File: config.mk
export PLATFORM = sky130hd
export DESIGN_NAME = rom_load_ctrl
export DESIGN_NICKNAME = d
export VERILOG_FILES = /design/src/rtl/snes_load_pkg.sv /design/src/rtl/load_word_fifo.sv /design/src/rtl/rom_load_ctrl.sv
export SDC_FILE = /design/constraint.sdc
export NUM_CORES = 1
export LEC_CHECK = 0
export BUFFER_PORTS_ARGS = -buffer_cell sky130_fd_sc_hd__buf_2
export CORE_MARGIN = 3
export CORE_UTILIZATION = 62
export CTS_CLUSTER_SIZE = 30
export DETAILED_ROUTE_END_ITERATION = 6
export PLACE_DENSITY = 0.95
export SLEW_MARGIN = 20
export SYNTH_ARGS = -nofsm -noshare
export SYNTH_HDL_FRONTEND = slang
export SYNTH_HIERARCHICAL = 1
export SYNTH_SLANG_ARGS = --single-unit
File: constraint.sdc
create_clock -name clk -period 6.19 [get_ports clk]
set_input_delay 0.9285 -clock clk [delete_from_list [all_inputs] [get_ports clk]]
set_output_delay 0.9285 -clock clk [all_outputs]
set_load 0.03 [all_outputs]
File: src/rtl/snes_load_pkg.sv
// Shared definitions for the ROM loader: FSM state encoding, header field
// offsets, the default header length and the size-to-mask helper.
package snes_load_pkg;

    typedef enum logic [2:0] {
        IDLE   = 3'd0,
        HEADER = 3'd1,
        DATA   = 3'd2,
        FLUSH  = 3'd3,
        DONE   = 3'd4,
        FAIL   = 3'd5
    } state_t;

    localparam int HDR_BYTES_DEF = 64;

    // Byte offsets of the fields inside the image header
    localparam int SIZE_OFS = 0;   // 24-bit payload size, little-endian
    localparam int TYPE_OFS = 4;   // map control byte
    localparam int CSUM_OFS = 6;   // 16-bit payload checksum, little-endian

    // Smallest 2^n-1 that covers every byte offset of an image of 'size' bytes.
    // Smearing the top set bit of (size-1) downwards yields exactly that mask.
    function automatic logic [23:0] size_to_mask(input logic [23:0] size);
        logic [23:0] m;
        if (size == 24'd0) begin
            return 24'd0;
        end
        m = size - 24'd1;
        for (int s = 1; s < 24; s = s * 2) begin
            m = m | (m >> s);
        end
        return m;
    endfunction

endpackage

File: src/rtl/load_word_fifo.sv
// Synchronous word FIFO between the byte packer and the SDRAM handshake.
// A push and a pop in the same cycle are both performed, so a full FIFO can
// still take a word while its head is being retired.
// Ports:
//   clk, resetn      clock and synchronous active-low reset
//   push, push_data  write strobe and 16-bit word
//   pop              retire the head entry
//   head             current head entry (valid while !empty)
//   full, empty      occupancy flags
//   count            number of stored words
module load_word_fifo #(
    parameter  int DEPTH = 2,
    localparam int CNT_W = $clog2(DEPTH) + 1
) (
    input  logic             clk,
    input  logic             resetn,
    input  logic             push,
    input  logic [15:0]      push_data,
    input  logic             pop,
    output logic [15:0]      head,
    output logic             full,
    output logic             empty,
    output logic [CNT_W-1:0] count
);

    localparam int PTR_W = $clog2(DEPTH);

    logic [15:0]      mem_q [DEPTH];
    logic [PTR_W-1:0] wr_ptr_q;
    logic [PTR_W-1:0] rd_ptr_q;
    logic [CNT_W-1:0] count_q;
    logic             wr_en;
    logic             rd_en;

    assign empty = (count_q == '0);
    assign full  = (count_q == CNT_W'(DEPTH));
    assign count = count_q;
    assign head  = mem_q[rd_ptr_q];

    assign wr_en = push && (!full || pop);
    assign rd_en = pop && !empty;

    // NOTE: sequential state uses non-blocking assignments so every register
    // samples the values from before the clock edge.
    always_ff @(posedge clk) begin
        if (!resetn) begin
            wr_ptr_q <= '0;
            rd_ptr_q <= '0;
            count_q  <= '0;
        end else begin
            if (wr_en) begin
                wr_ptr_q <= wr_ptr_q + PTR_W'(1);
            end
            if (rd_en) begin
                rd_ptr_q <= rd_ptr_q + PTR_W'(1);
            end
            case ({wr_en, rd_en})
                2'b10:   count_q <= count_q + CNT_W'(1);
                2'b01:   count_q <= count_q - CNT_W'(1);
                default: count_q <= count_q;
            endcase
        end
    end

    // NOTE: the storage array has no reset; the pointers and count define
    // which entries are meaningful, so clearing the data would only cost logic.
    always_ff @(posedge clk) begin
        if (wr_en) begin
            mem_q[wr_ptr_q] <= push_data;
        end
    end

endmodule

File: src/rtl/rom_load_ctrl.sv
// ROM load controller: takes the loader byte stream, captures the image
// header, packs payload bytes into 16-bit words and writes them to SDRAM via
// a req/ack handshake. Reports size, map type, address mask, done and fail.
// Optional feature macro: ROM_CHECKSUM_EN (payload checksum against header).
// Ports:
//   clk, resetn     clock and synchronous active-low reset
//   in_data         stream byte
//   in_valid        one-cycle byte strobe, no backpressure
//   in_loading      high while the source still has bytes to send
//   mem_req         write request, held until mem_ack
//   mem_addr        word address, 0 at the first payload word
//   mem_din         {odd byte, even byte}
//   mem_ack         one-cycle strobe: current word written
//   rom_size        payload size in bytes (header bytes 0..2)
//   rom_type        header byte 4
//   rom_mask        2^n-1 covering rom_size
//   busy            loading in progress (HEADER, DATA, FLUSH)
//   done, fail      sticky completion / abort flags
module rom_load_ctrl
    import snes_load_pkg::*;
#(
    parameter int HDR_BYTES  = HDR_BYTES_DEF,
    parameter int ADDR_W     = 22,
    parameter int FIFO_DEPTH = 2
) (
    input  logic              clk,
    input  logic              resetn,
    input  logic [7:0]        in_data,
    input  logic              in_valid,
    input  logic              in_loading,
    output logic              mem_req,
    output logic [ADDR_W-1:0] mem_addr,
    output logic [15:0]       mem_din,
    input  logic              mem_ack,
    output logic [23:0]       rom_size,
    output logic [7:0]        rom_type,
    output logic [23:0]       rom_mask,
    output logic              busy,
    output logic              done,
    output logic              fail
);

    localparam int IDX_W = $clog2(HDR_BYTES);
    localparam int CNT_W = $clog2(FIFO_DEPTH) + 1;
    typedef logic [IDX_W-1:0] idx_t;

    state_t            state_q, state_d;
    idx_t              hdr_cnt_q, hdr_cnt_d;
    logic [23:0]       byte_cnt_q, byte_cnt_d;
    logic [7:0]        lo_q, lo_d;
    logic [23:0]       size_q, size_d;
    logic [7:0]        type_q, type_d;
    logic [ADDR_W-1:0] addr_q, addr_d;
    logic              req_q, req_d;

    logic              push;
    logic [15:0]       push_data;
    logic              pop;
    logic [15:0]       head;
    logic              full;
    logic              empty;
    logic [CNT_W-1:0]  count;

    idx_t              hdr_idx;
    logic              hdr_take;
    logic              addr_wrap;
    logic              pad_pending;
    logic              csum_ok;

`ifdef ROM_CHECKSUM_EN
    logic [15:0]       csum_q, csum_d;
    logic [15:0]       hdr_csum_q, hdr_csum_d;
    assign csum_ok = (csum_q == hdr_csum_q);
`else
    assign csum_ok = 1'b1;
`endif

    load_word_fifo #(.DEPTH(FIFO_DEPTH)) u_fifo (
        .clk       (clk),
        .resetn    (resetn),
        .push      (push),
        .push_data (push_data),
        .pop       (pop),
        .head      (head),
        .full      (full),
        .empty     (empty),
        .count     (count)
    );

    // Memory handshake. The head word stays in the FIFO until acknowledged, so
    // the FIFO depth bounds the number of unacknowledged words.
    assign pop       = req_q && mem_ack;
    assign addr_d    = pop ? addr_q + ADDR_W'(1) : addr_q;
    assign addr_wrap = pop && (addr_q == '1);
    // After a pop, keep requesting if a word remains, including one being
    // pushed this cycle; otherwise request one cycle after data appears.
    assign req_d     = pop ? ((count > CNT_W'(1)) || push) : (req_q || !empty);

    // The first header byte arrives while still in IDLE.
    assign hdr_idx  = (state_q == IDLE) ? '0 : hdr_cnt_q;
    assign hdr_take = in_valid && ((state_q == IDLE) || (state_q == HEADER));

    // NOTE: every signal assigned here gets a default first, so no path can
    // leave it unassigned and infer a latch.
    always_comb begin
        state_d     = state_q;
        hdr_cnt_d   = hdr_cnt_q;
        byte_cnt_d  = byte_cnt_q;
        lo_d        = lo_q;
        size_d      = size_q;
        type_d      = type_q;
        push        = 1'b0;
        push_data   = 16'h0000;
        pad_pending = 1'b0;
`ifdef ROM_CHECKSUM_EN
        csum_d      = csum_q;
        hdr_csum_d  = hdr_csum_q;
`endif

        if (hdr_take) begin
            hdr_cnt_d = hdr_idx + idx_t'(1);
            if (hdr_idx == idx_t'(SIZE_OFS))     size_d[7:0]   = in_data;
            if (hdr_idx == idx_t'(SIZE_OFS + 1)) size_d[15:8]  = in_data;
            if (hdr_idx == idx_t'(SIZE_OFS + 2)) size_d[23:16] = in_data;
            if (hdr_idx == idx_t'(TYPE_OFS))     type_d        = in_data;
`ifdef ROM_CHECKSUM_EN
            if (hdr_idx == idx_t'(CSUM_OFS))     hdr_csum_d[7:0]  = in_data;
            if (hdr_idx == idx_t'(CSUM_OFS + 1)) hdr_csum_d[15:8] = in_data;
`endif
        end

        case (state_q)
            IDLE: begin
                if (in_valid) begin
                    state_d = HEADER;
                end
            end

            HEADER: begin
                if (in_valid && (hdr_cnt_q == idx_t'(HDR_BYTES - 1))) begin
                    state_d = DATA;
                end else if (!in_loading) begin
                    state_d = FAIL;
                end
            end

            DATA: begin
                if (in_valid) begin
                    byte_cnt_d = byte_cnt_q + 24'd1;
`ifdef ROM_CHECKSUM_EN
                    csum_d = csum_q + {8'h00, in_data};
`endif
                    if (!byte_cnt_q[0]) begin
                        lo_d = in_data;
                    end else begin
                        push      = 1'b1;
                        push_data = {in_data, lo_q};
                    end
                end
                if (!in_loading) begin
                    // A byte arriving with the in_loading fall is counted
                    // first; an unpaired even byte is flushed zero-padded.
                    pad_pending = in_valid ? !byte_cnt_q[0] : byte_cnt_q[0];
                    if (pad_pending) begin
                        push      = 1'b1;
                        push_data = {8'h00, in_valid ? in_data : lo_q};
                    end
                end

                if ((in_valid && (byte_cnt_q == '1)) ||
                    (push && full && !pop) || addr_wrap) begin
                    state_d = FAIL;
                end else if (!in_loading) begin
                    state_d = FLUSH;
                end
            end

            FLUSH: begin
                if (empty && !req_q) begin
                    state_d = ((byte_cnt_q == size_q) && csum_ok) ? DONE : FAIL;
                end
            end

            default: begin
                state_d = state_q;
            end
        endcase
    end

    always_ff @(posedge clk) begin
        if (!resetn) begin
            state_q    <= IDLE;
            hdr_cnt_q  <= '0;
            byte_cnt_q <= '0;
            lo_q       <= '0;
            size_q     <= '0;
            type_q     <= '0;
            addr_q     <= '0;
            req_q      <= 1'b0;
`ifdef ROM_CHECKSUM_EN
            csum_q     <= '0;
            hdr_csum_q <= '0;
`endif
        end else begin
            state_q    <= state_d;
            hdr_cnt_q  <= hdr_cnt_d;
            byte_cnt_q <= byte_cnt_d;
            lo_q       <= lo_d;
            size_q     <= size_d;
            type_q     <= type_d;
            addr_q     <= addr_d;
            req_q      <= req_d;
`ifdef ROM_CHECKSUM_EN
            csum_q     <= csum_d;
            hdr_csum_q <= hdr_csum_d;
`endif
        end
    end

    assign mem_req  = req_q;
    assign mem_addr = addr_q;
    // Gated so the bus reads zero whenever no write is being requested.
    assign mem_din  = req_q ? head : 16'h0000;
    assign rom_size = size_q;
    assign rom_type = type_q;
    assign rom_mask = size_to_mask(size_q);
    assign busy     = (state_q == HEADER) || (state_q == DATA) || (state_q == FLUSH);
    assign done     = (state_q == DONE);
    assign fail     = (state_q == FAIL);

endmodule
==> impl_metrics.ini, run 1 <==
[route]
drt-pass1-iter-count = 6
routed_wl_mm = 19.8
drcViolationCount = 0
wire_per_inst_um = 18.7
vias = 6749
vias_per_cell = 6.37
drt_iter0_drc = 837
drtAntennaViolNets = 0

[floorplanning]
die_area_um2 = 13100
die_w_um = 114
rows = 38
fp.coreArea_um2 = 11100
io_pins = 111
die_y_um = 114
start_util_pct = 65.3

[synth]
synthesis.area_um2 = 7270
synth_top_cell_by_area = dfxtp_1
synth_top_area_share_pct = 27.8
synth-main-ff-cell = dfxtp_1
synth_common_cells = 103 x nor2_1, 101 x dfxtp_1, 72 x nand2_1
ys_top_cells_by_area = dfxtp_1 28%, edfxtp_1 13%, xor2_1 5.9%, nor2_1 5.3%, mux2i_1 5.0%
synth_edf_count = 32
avgSynthCellArea_um2 = 8.78
synth.most_common_cell = nor2_1
ys_ff_latch = 133
yosys_warnings = 6
ys_seq_area_share_pct = 41.0
syn_inst = 828
synthDistinctLibCells = 62
synthArstFlopShare_pct = 0
syn_nets = 854

[sta]
worstMarginPinSlew_ps = 951
rsz0062_at_grt = false
worst_slack_ps = 1530
setup_viol_count_final = 0
finalCriticalPeriod_ps = 4660
max_freq_mhz = 215
setup_tns_ps = 0
min_period_over_period_pct = 75.3
slew_violations = 0
hold_viol = 0
finalClockSkew_ps = 7.59
slew_headroom_pct = 36.1

[cts]
insertion_delay_ps = 420
ctsHtreeMaxLevel = 4
post_cts_buffers = 0
ctsHoldBuffers = 0
cts_tree = yes
cts.sinks = 133
clk_pin_slew_ps = 60
clock_path_buffers = 2
numCtsBuffers = 17
cts-resized-gates = 0
cts_root_buffer = clkbuf_16

[worst_setup_path]
cp.arrival_ps = 3730
cp-end-kind = output pin
criticalPathCategory = register to output pin
start_kind = register
worstPathMaxFanout = 12
cp.required_ps = 5260

[power_and_ir_drop]
p_leak_nw = 3.59
ir_drop_uv = 635
p_per_area_nw_per_um2 = 433
power_mw = 3.64

[global_route]
grt_max_degree = 58
antenna_found_initial = 0
grt_pass1_wl_mm = 32.0
track_usage_pct = 30.8
grt_pass1_vias = 6423
grt.overflow.total = 0

[cells_and_area]
fillers = 717
diodes = 0
layout-drive-gt1-share_pct = 19.2
areaGrowthSynthToFinish_pct = 15.7
final_nets = 932
fin_cells = 1059
final_area_um2 = 8410

[placed_design]
post_dp_cell_area_um2 = 7790
pre_cts_slack_ps = 2070
dpl.hpwl_mm = 12.8
io_buffers = 110
dp_cells = 1027
place_congestion = 0.917

[outcome]
status = finished clean

[run]
cap_viol_max_count = 0

[hold_path]
hold_class = register to register
==> area by class of cell <==
class / instances / area, um^2 / area share [%]
repair buffers: 114 / 581 / 6.90
flip-flops and latches: 133 / 2980 / 35.5
multi-input cells: 622 / 3980 / 47.3
clock buffers: 19 / 454 / 5.40
clock inverters: 13 / 168 / 1.99
well taps: 140 / 175 / 2.08
inverters: 18 / 67.6 / 0.804
==> where the power goes <==
group | switching (mW) | total, mW | internal (mW)
clock | 0.390 | 1.05 | 0.662
combinational | 1.06 | 1.55 | 0.487
sequential | 0.101 | 1.04 | 0.936
==> worst max-delay path: stages, from the launching register on <==
cell	delay (ps)
dfxtp_1	380
inv_1	130
ha_1	250
or3b_1	510
nor4_1	590
nand2_1	150
mux2i_1	220
nor3_2	660
a41oi_1	190
buf_2	230
==> worst paths after layout <==
kind	slack (ps)	depth (start not counted)	to	start
hold / removal	460	2	lo_q[4]	lo_q[4]
setup / recovery	1530	9	rom_mask[2]	rom_size[1]
setup reg to reg	3230	7	byte_cnt_q[21]	state_q[1]
hold reg to reg	460	2	lo_q[4]	lo_q[4]
==> cells by family (layout without fill, tap and decap cells) <==
logic type | count (synthesis) | after routing | synth area share, %
simple gates | 372 | 372 | 26.4
compound gates | 107 | 107 | 9.29
xor+xnor | 78 | 78 | 9.40
mux | 52 | 52 | 7.44
buf+inv | 73 | 164 | 4.22
flops | 133 | 133 | 41.0
fa+ha+maj | 13 | 13 | 2.24
==> routing by layer <==
layer / vias to the layer above / share of wire (%) / GRT usage, %
li1: 3068 / - / -
met1: 3174 / 38 / 38.7
met2: 422 / 48 / 50.1
met3: 85 / 10 / 6.55
met4: 0 / 4.0 / 15.8
met5: - / 0 / 0
==> stage by stage <==
step,hold slack [ps],util [%]
after floorplan,437,-
after global placement,441,70.0
after detailed placement,447,70.0
after CTS,455,75.6
after global routing,471,75.6
final,455,75.6
==> cells in the final DEF, fill, tap and decap left out, types with 11 or more instances in the layout <==
cell and count:
edfxtp_1 32, and2_1 34, nor4_1 19, mux2i_1 36, dfxtp_1 101, nand4_1 18
clkbuf_16 18, xor2_1 49, and3_1 11, ha_1 13, nor2_1 103, inv_1 17
a31oi_1 13, buf_2 110, nor3_1 22, nand2_1 72, nand3_1 31, mux2_2 16
a21oi_1 47, xnor2_1 29
==> registers in the layout, indices dropped and copies added (netlist names), named ones only <==
register / flops
rom_size: 24
state_q: 3
hdr_cnt_q: 6
mem_addr: 22
mem_req: 1
u_fifo/wr_ptr_q: 1
byte_cnt_q: 24
u_fifo/mem_q: 32
u_fifo/count: 2
rom_type: 8
u_fifo/rd_ptr_q: 1
lo_q: 8
(Power assumes the default switching activity.)
==> run 2, diff against run 1 <==
--- a/config.mk
+++ b/config.mk
@@ -5,12 +5,13 @@
 export SDC_FILE = /design/constraint.sdc
 export NUM_CORES = 1
 export LEC_CHECK = 0
+export ABC_AREA = 1
 export BUFFER_PORTS_ARGS = -buffer_cell sky130_fd_sc_hd__buf_2
 export CORE_MARGIN = 3
-export CORE_UTILIZATION = 62
+export CORE_UTILIZATION = 52
 export CTS_CLUSTER_SIZE = 30
 export DETAILED_ROUTE_END_ITERATION = 6
-export PLACE_DENSITY = 0.95
+export PLACE_DENSITY = 0.88
 export SLEW_MARGIN = 20
 export SYNTH_ARGS = -nofsm -noshare
 export SYNTH_HDL_FRONTEND = slang
==> constraint.sdc (replaced) <==
create_clock -name clk -period 4.2 [get_ports clk]
set_input_delay 0.63 -clock clk [delete_from_list [all_inputs] [get_ports clk]]
set_output_delay 0.63 -clock clk [all_outputs]
set_load 0.03 [all_outputs]
==> impl_metrics.ini, run 2 <==
[outcome]
status = finished clean

[sta]
max_freq_mhz = 305
slew_violations = 0
whs_ps = 462
slew_headroom_pct = 35.9
min_period_over_period_pct = 78.2
hold_viol = 0
setup_tns_ps = 0
setup_viol_count_final = 0
rsz0062_at_grt = false
finalClockSkew_ps = 11.9
worstMarginPinSlew_ps = 960
finalCriticalPeriod_ps = 3280

[cells_and_area]
post-route-util_pct = 62.8
top_register = u_fifo/mem_q
fillers = 1248
layout-drive-gt1-share_pct = 18.3
final_common_cell = nand2_1
largest_register_ffs = 32
final_area_um2 = 8790
areaGrowthSynthToFinish_pct = 17.0
final_nets = 1163
final_cell_mix = 184 x nand2_1, 137 x inv_1, 121 x nor2_1
fin_cells = 1331

[synth]
synth.most_common_cell = nand2_1
synth_top_area_share_pct = 26.9
syn_inst = 1027
synth_top_cell_by_area = dfxtp_1
ys_top_cells_by_area = dfxtp_1 27%, edfxtp_1 13%, nand2_1 9.2%, inv_1 6.8%, nor2_1 6.0%
synth_common_cells = 184 x nand2_1, 137 x inv_1, 121 x nor2_1
yosys_warnings = 6
synthDistinctLibCells = 47
synth-main-ff-cell = dfxtp_1
ys_ff_latch = 133
synthesis.area_um2 = 7510
syn_nets = 1053
synthArstFlopShare_pct = 0
ys_seq_area_share_pct = 39.7
synth_edf_count = 32
avgSynthCellArea_um2 = 7.31

[global_route]
grt_pass1_vias = 7074
grt_pass1_wl_mm = 34.6
antenna_found_initial = 0
grt_max_degree = 75
grt.overflow.total = 0
track_usage_pct = 26.6

[floorplanning]
io_pins = 111
die_y_um = 126
fp.coreArea_um2 = 14000
start_util_pct = 53.7
rows = 43
die_w_um = 126
die_area_um2 = 15900

[worst_setup_path]
cp.required_ps = 3570
start_kind = register
criticalPathCategory = register to output pin
cp.arrival_ps = 2650
worstPathMaxFanout = 9
cp-end-kind = output pin

[route]
drtAntennaViolNets = 0
drt-pass1-iter-count = 7
drt_iter0_drc = 856
vias_per_cell = 5.65
routed_wl_mm = 21.3
wire_per_inst_um = 16.0
vias = 7514
drcViolationCount = 0

[placed_design]
place_congestion = 0.994
dp_cells = 1298
io_buffers = 110
dpl.hpwl_mm = 15.2
post_dp_cell_area_um2 = 8190

[power_and_ir_drop]
p_per_area_nw_per_um2 = 455
p_leak_nw = 3.87
ir_drop_uv = 288

[cts]
post_cts_buffers = 0
cts_root_buffer = clkbuf_16
ctsHtreeMaxLevel = 4
cts_tree = yes
insertion_delay_ps = 420
cts-resized-gates = 0
cts.sinks = 133
clk_pin_slew_ps = 60
numCtsBuffers = 17
ctsHoldBuffers = 0
clock_path_buffers = 2

[run]
cap_viol_max_count = 0

[hold_path]
hold_class = register to register
==> run 2: cell types whose count changed after synthesis, moves of 14 or more <==
cell      before  now
inv_1         17  137
nand2_1       72  184
o21ai_0       10   80
a21oi_1       47   87
mux2i_1       36    0
and2_1        34    0
xor2_1        49   16
clkbuf_1      43   12
xnor2_1       29    8
nand3_1       31   50
nor3_1        22   41
nor2_1       103  121
nor4_1        19    5
==> run 2: final cells by class <==
cell class	instances	area [um^2]	area share (%)
multi-input combinational	724	3840	43.7
sequential	133	2980	33.9
timing repair buffer	114	581	6.60
inverter	147	552	6.28
clock buffer	20	489	5.57
tap	180	225	2.56
clock inverter	12	114	1.30
antenna	1	2.50	0.0285
==> run 2: metrics by stage <==
stage / setup slack [ps] / total power, mW
2_1_floorplan: 1430 / 2.23
3_3_place_gp: 1480 / 2.48
3_5_place_dp: 1400 / 2.49
4_1_cts: 946 / 3.99
5_1_grt: 649 / 4.16
6_report: 917 / 4.00
==> run 2: layer usage <==
metal,share of wire [%],vias up,GRT usage (%)
met5,0,-,0
met4,2.9,0,11.1
met3,9.4,58,6.28
met2,46,396,42.4
met1,42,3440,34.8
li1,-,3620,-
==> run 2: critical path, stage by stage (launching register included) <==
cell     delay (ps)
dfxtp_1         330
inv_1           200
ha_1            290
nand2_4         110
nor2_8          190
nand3_2          80
nand2_1          60
nand2_1          60
nor2_1          170
nand2_1         100
o21ai_1         300
nand4_1         140
buf_2           200
==> run 2: power breakdown <==
part           switching, mW  leakage [nW]  internal [mW]
Sequential            0.0459          1.10           1.33
Combinational          0.810          2.48          0.309
Clock                  0.599         0.286          0.906
Total                   1.45          3.87           2.54
==> run 2: path summary, 6_finish.rpt <==
kind / from / cells past startpoint / endpoint / slack [ps]
setup / recovery: rom_size[0] / 12 / rom_mask[1] / 920
hold / removal: lo_q[1] / 2 / lo_q[1] / 460
hold reg to reg: lo_q[1] / 2 / lo_q[1] / 460
setup reg to reg: state_q[0] / 12 / rom_type[6] / 1500
==> run 2: cell families after synthesis <==
| group | synth area share [%] |
|---|---|
| AO/OA/AOI/OAI | 13.5 |
| XOR/XNOR | 2.80 |
| adder cells (fa/ha/maj) | 2.17 |
| buffers and inverters | 9.10 |
| flip-flops | 39.7 |
| multiplexers | 2.90 |
| AND/OR/NAND/NOR | 29.9 |
==> run 3, diff against run 2 <==
==> constraint.sdc (replaced) <==
create_clock -name clk -period 2.65 [get_ports clk]
set_input_delay 0.3975 -clock clk [delete_from_list [all_inputs] [get_ports clk]]
set_output_delay 0.3975 -clock clk [all_outputs]
set_load 0.03 [all_outputs]
==> impl_metrics.ini, run 3 (synthesis results as in run 2) <==
[worst_setup_path]
start_kind = register
cp.required_ps = 2250
cp.arrival_ps = 2510
cp-end-kind = output pin
worstPathMaxFanout = 6
criticalPathCategory = register to output pin

[route]
drcViolationCount = 0
drt-pass1-iter-count = 7
drt_iter0_drc = 1103
vias = 8106
wire_per_inst_um = 17.4
routed_wl_mm = 23.9
drtAntennaViolNets = 0
vias_per_cell = 5.92

[sta]
min_period_over_period_pct = 110
finalClockSkew_ps = 11.3
slew_violations = 0
setup_tns_ps = -3290
finalCriticalPeriod_ps = 2910
slew_headroom_pct = 52.1
hold_viol = 0
max_freq_mhz = 343
whs_ps = 331
worst_slack_ps = -262
rsz0062_at_grt = true
worstMarginPinSlew_ps = 718
setup_viol_count_final = 21

[cts]
clk_pin_slew_ps = 60
numCtsBuffers = 17
ctsHoldBuffers = 0
cts_tree = yes
cts.sinks = 133
ctsHtreeMaxLevel = 4
cts_root_buffer = clkbuf_16
insertion_delay_ps = 430
clock_path_buffers = 2

[outcome]
status = complete, but fails checks
violations = setup timing

[floorplanning]
start_util_pct = 53.7
rows = 43
die_area_um2 = 15900
io_pins = 111
die_y_um = 126
fp.coreArea_um2 = 14000
die_w_um = 126

[cells_and_area]
layout-drive-gt1-share_pct = 27.5
final_cell_mix = 162 x nand2_1, 132 x inv_1, 97 x buf_2
largest_register_ffs = 32
diodes = 0
final_nets = 1203
post-route-util_pct = 67.6
top_register = u_fifo/mem_q
areaGrowthSynthToFinish_pct = 26.0
final_common_cell = nand2_1

[global_route]
track_usage_pct = 26.7
antenna_found_initial = 0
grt_max_degree = 75
grt.overflow.total = 0
grt_pass1_wl_mm = 34.5
grt_pass1_vias = 6927

[run]
cap_viol_max_count = 0

[power_and_ir_drop]
comb_power_share_pct = 35.2
clkPwrFrac_pct = 32.7
ir_drop_uv = 436
power.share.sequential_pct = 32.1
p_leak_nw = 4.18
switching_share_pct = 38.3
p_switching_mw = 2.62
p_int_mw = 4.22
p_per_area_nw_per_um2 = 724

[placed_design]
dpl.hpwl_mm = 15.2
place_congestion = 0.985
pre_cts_slack_ps = 145
io_buffers = 110

[hold_path]
hold_class = input port to register
==> run 3: cell count changes in the layout (fill, tap and decap cells not counted), sizes merged <==
cell	delta
clkbuf	-1
clkinv	+3
clkinvlp	-2
bufinv	-1
diode	-1
nor2	+1
buf	+39
inv	+1
==> run 3: critical path, stage by stage (launching register included) <==
cell and delay, ps:
dfxtp_1 440, nor2_1 240, nand2_2 110, nor2_1 180
nand3_1 120, nand2_1 90, nand2_2 70, nand3_2 100
nor2_4 70, buf_4 140, a31oi_1 270, buf_4 250
==> run 3: final cells by class <==
cell class	count	area [um^2]
Fill cell	1061	4530
Multi-Input combinational cell	725	4150
Sequential cell	133	3010
Timing Repair Buffer	153	947
Inverter	147	559
Clock buffer	19	475
Tap cell	180	225
Clock inverter	13	95.1
==> run 3: through the flow <==
step | std cells | instance area [um^2] | power, mW
final | 1370 | 9460 | 6.85
after detailed placement | 1314 | 8310 | 3.99
after global routing | 1370 | 9460 | 7.07
after CTS | 1361 | 9140 | 6.38
after floorplan | 1027 | 7510 | 3.53
after global placement | 1314 | 8310 | 3.96
==> run 3: final timing paths <==
| kind | cells past startpoint | slack (ps) | to | startpoint |
|---|---|---|---|---|
| hold reg to reg | 2 | 460 | lo_q[7] | lo_q[7] |
| hold / removal | 3 | 330 | state_q[2] | resetn |
| setup / recovery | 11 | -260 | rom_mask[10] | rom_size[18] |
| setup reg to reg | 12 | 110 | rom_size[3] | state_q[0] |
==> run 3: routing by layer <==
layer	routed length (um)	track usage [%]	share of wire [%]	vias up
met5	0	0	0	-
met4	1370	10.8	5.7	0
met3	2700	7.68	11	166
met2	10700	42.0	45	572
met1	9100	34.6	38	3652
li1	-	-	-	3716
==> run 3: power by group through the flow <==
stage | Combinational [mW] | Clock, mW | Sequential [mW]
floorplan | 1.28 | 0 | 2.25
global placement | 1.76 | 0 | 2.21
detailed placement | 1.78 | 0 | 2.21
CTS | 1.96 | 2.25 | 2.18
global route | 2.54 | 2.33 | 2.20
finish | 2.41 | 2.24 | 2.20
==> run 3: what timing repair did <==
| item | CTS | global route |
|---|---|---|
| pin swaps | 12 | 27 |
| resized for setup | 51 | 91 |
| setup endpoints to repair | 21 | 24 |
| endpoints found under the hold margin | 0 | 0 |
| setup buffers | 15 | 8 |
| cloned | 0 | 1 |
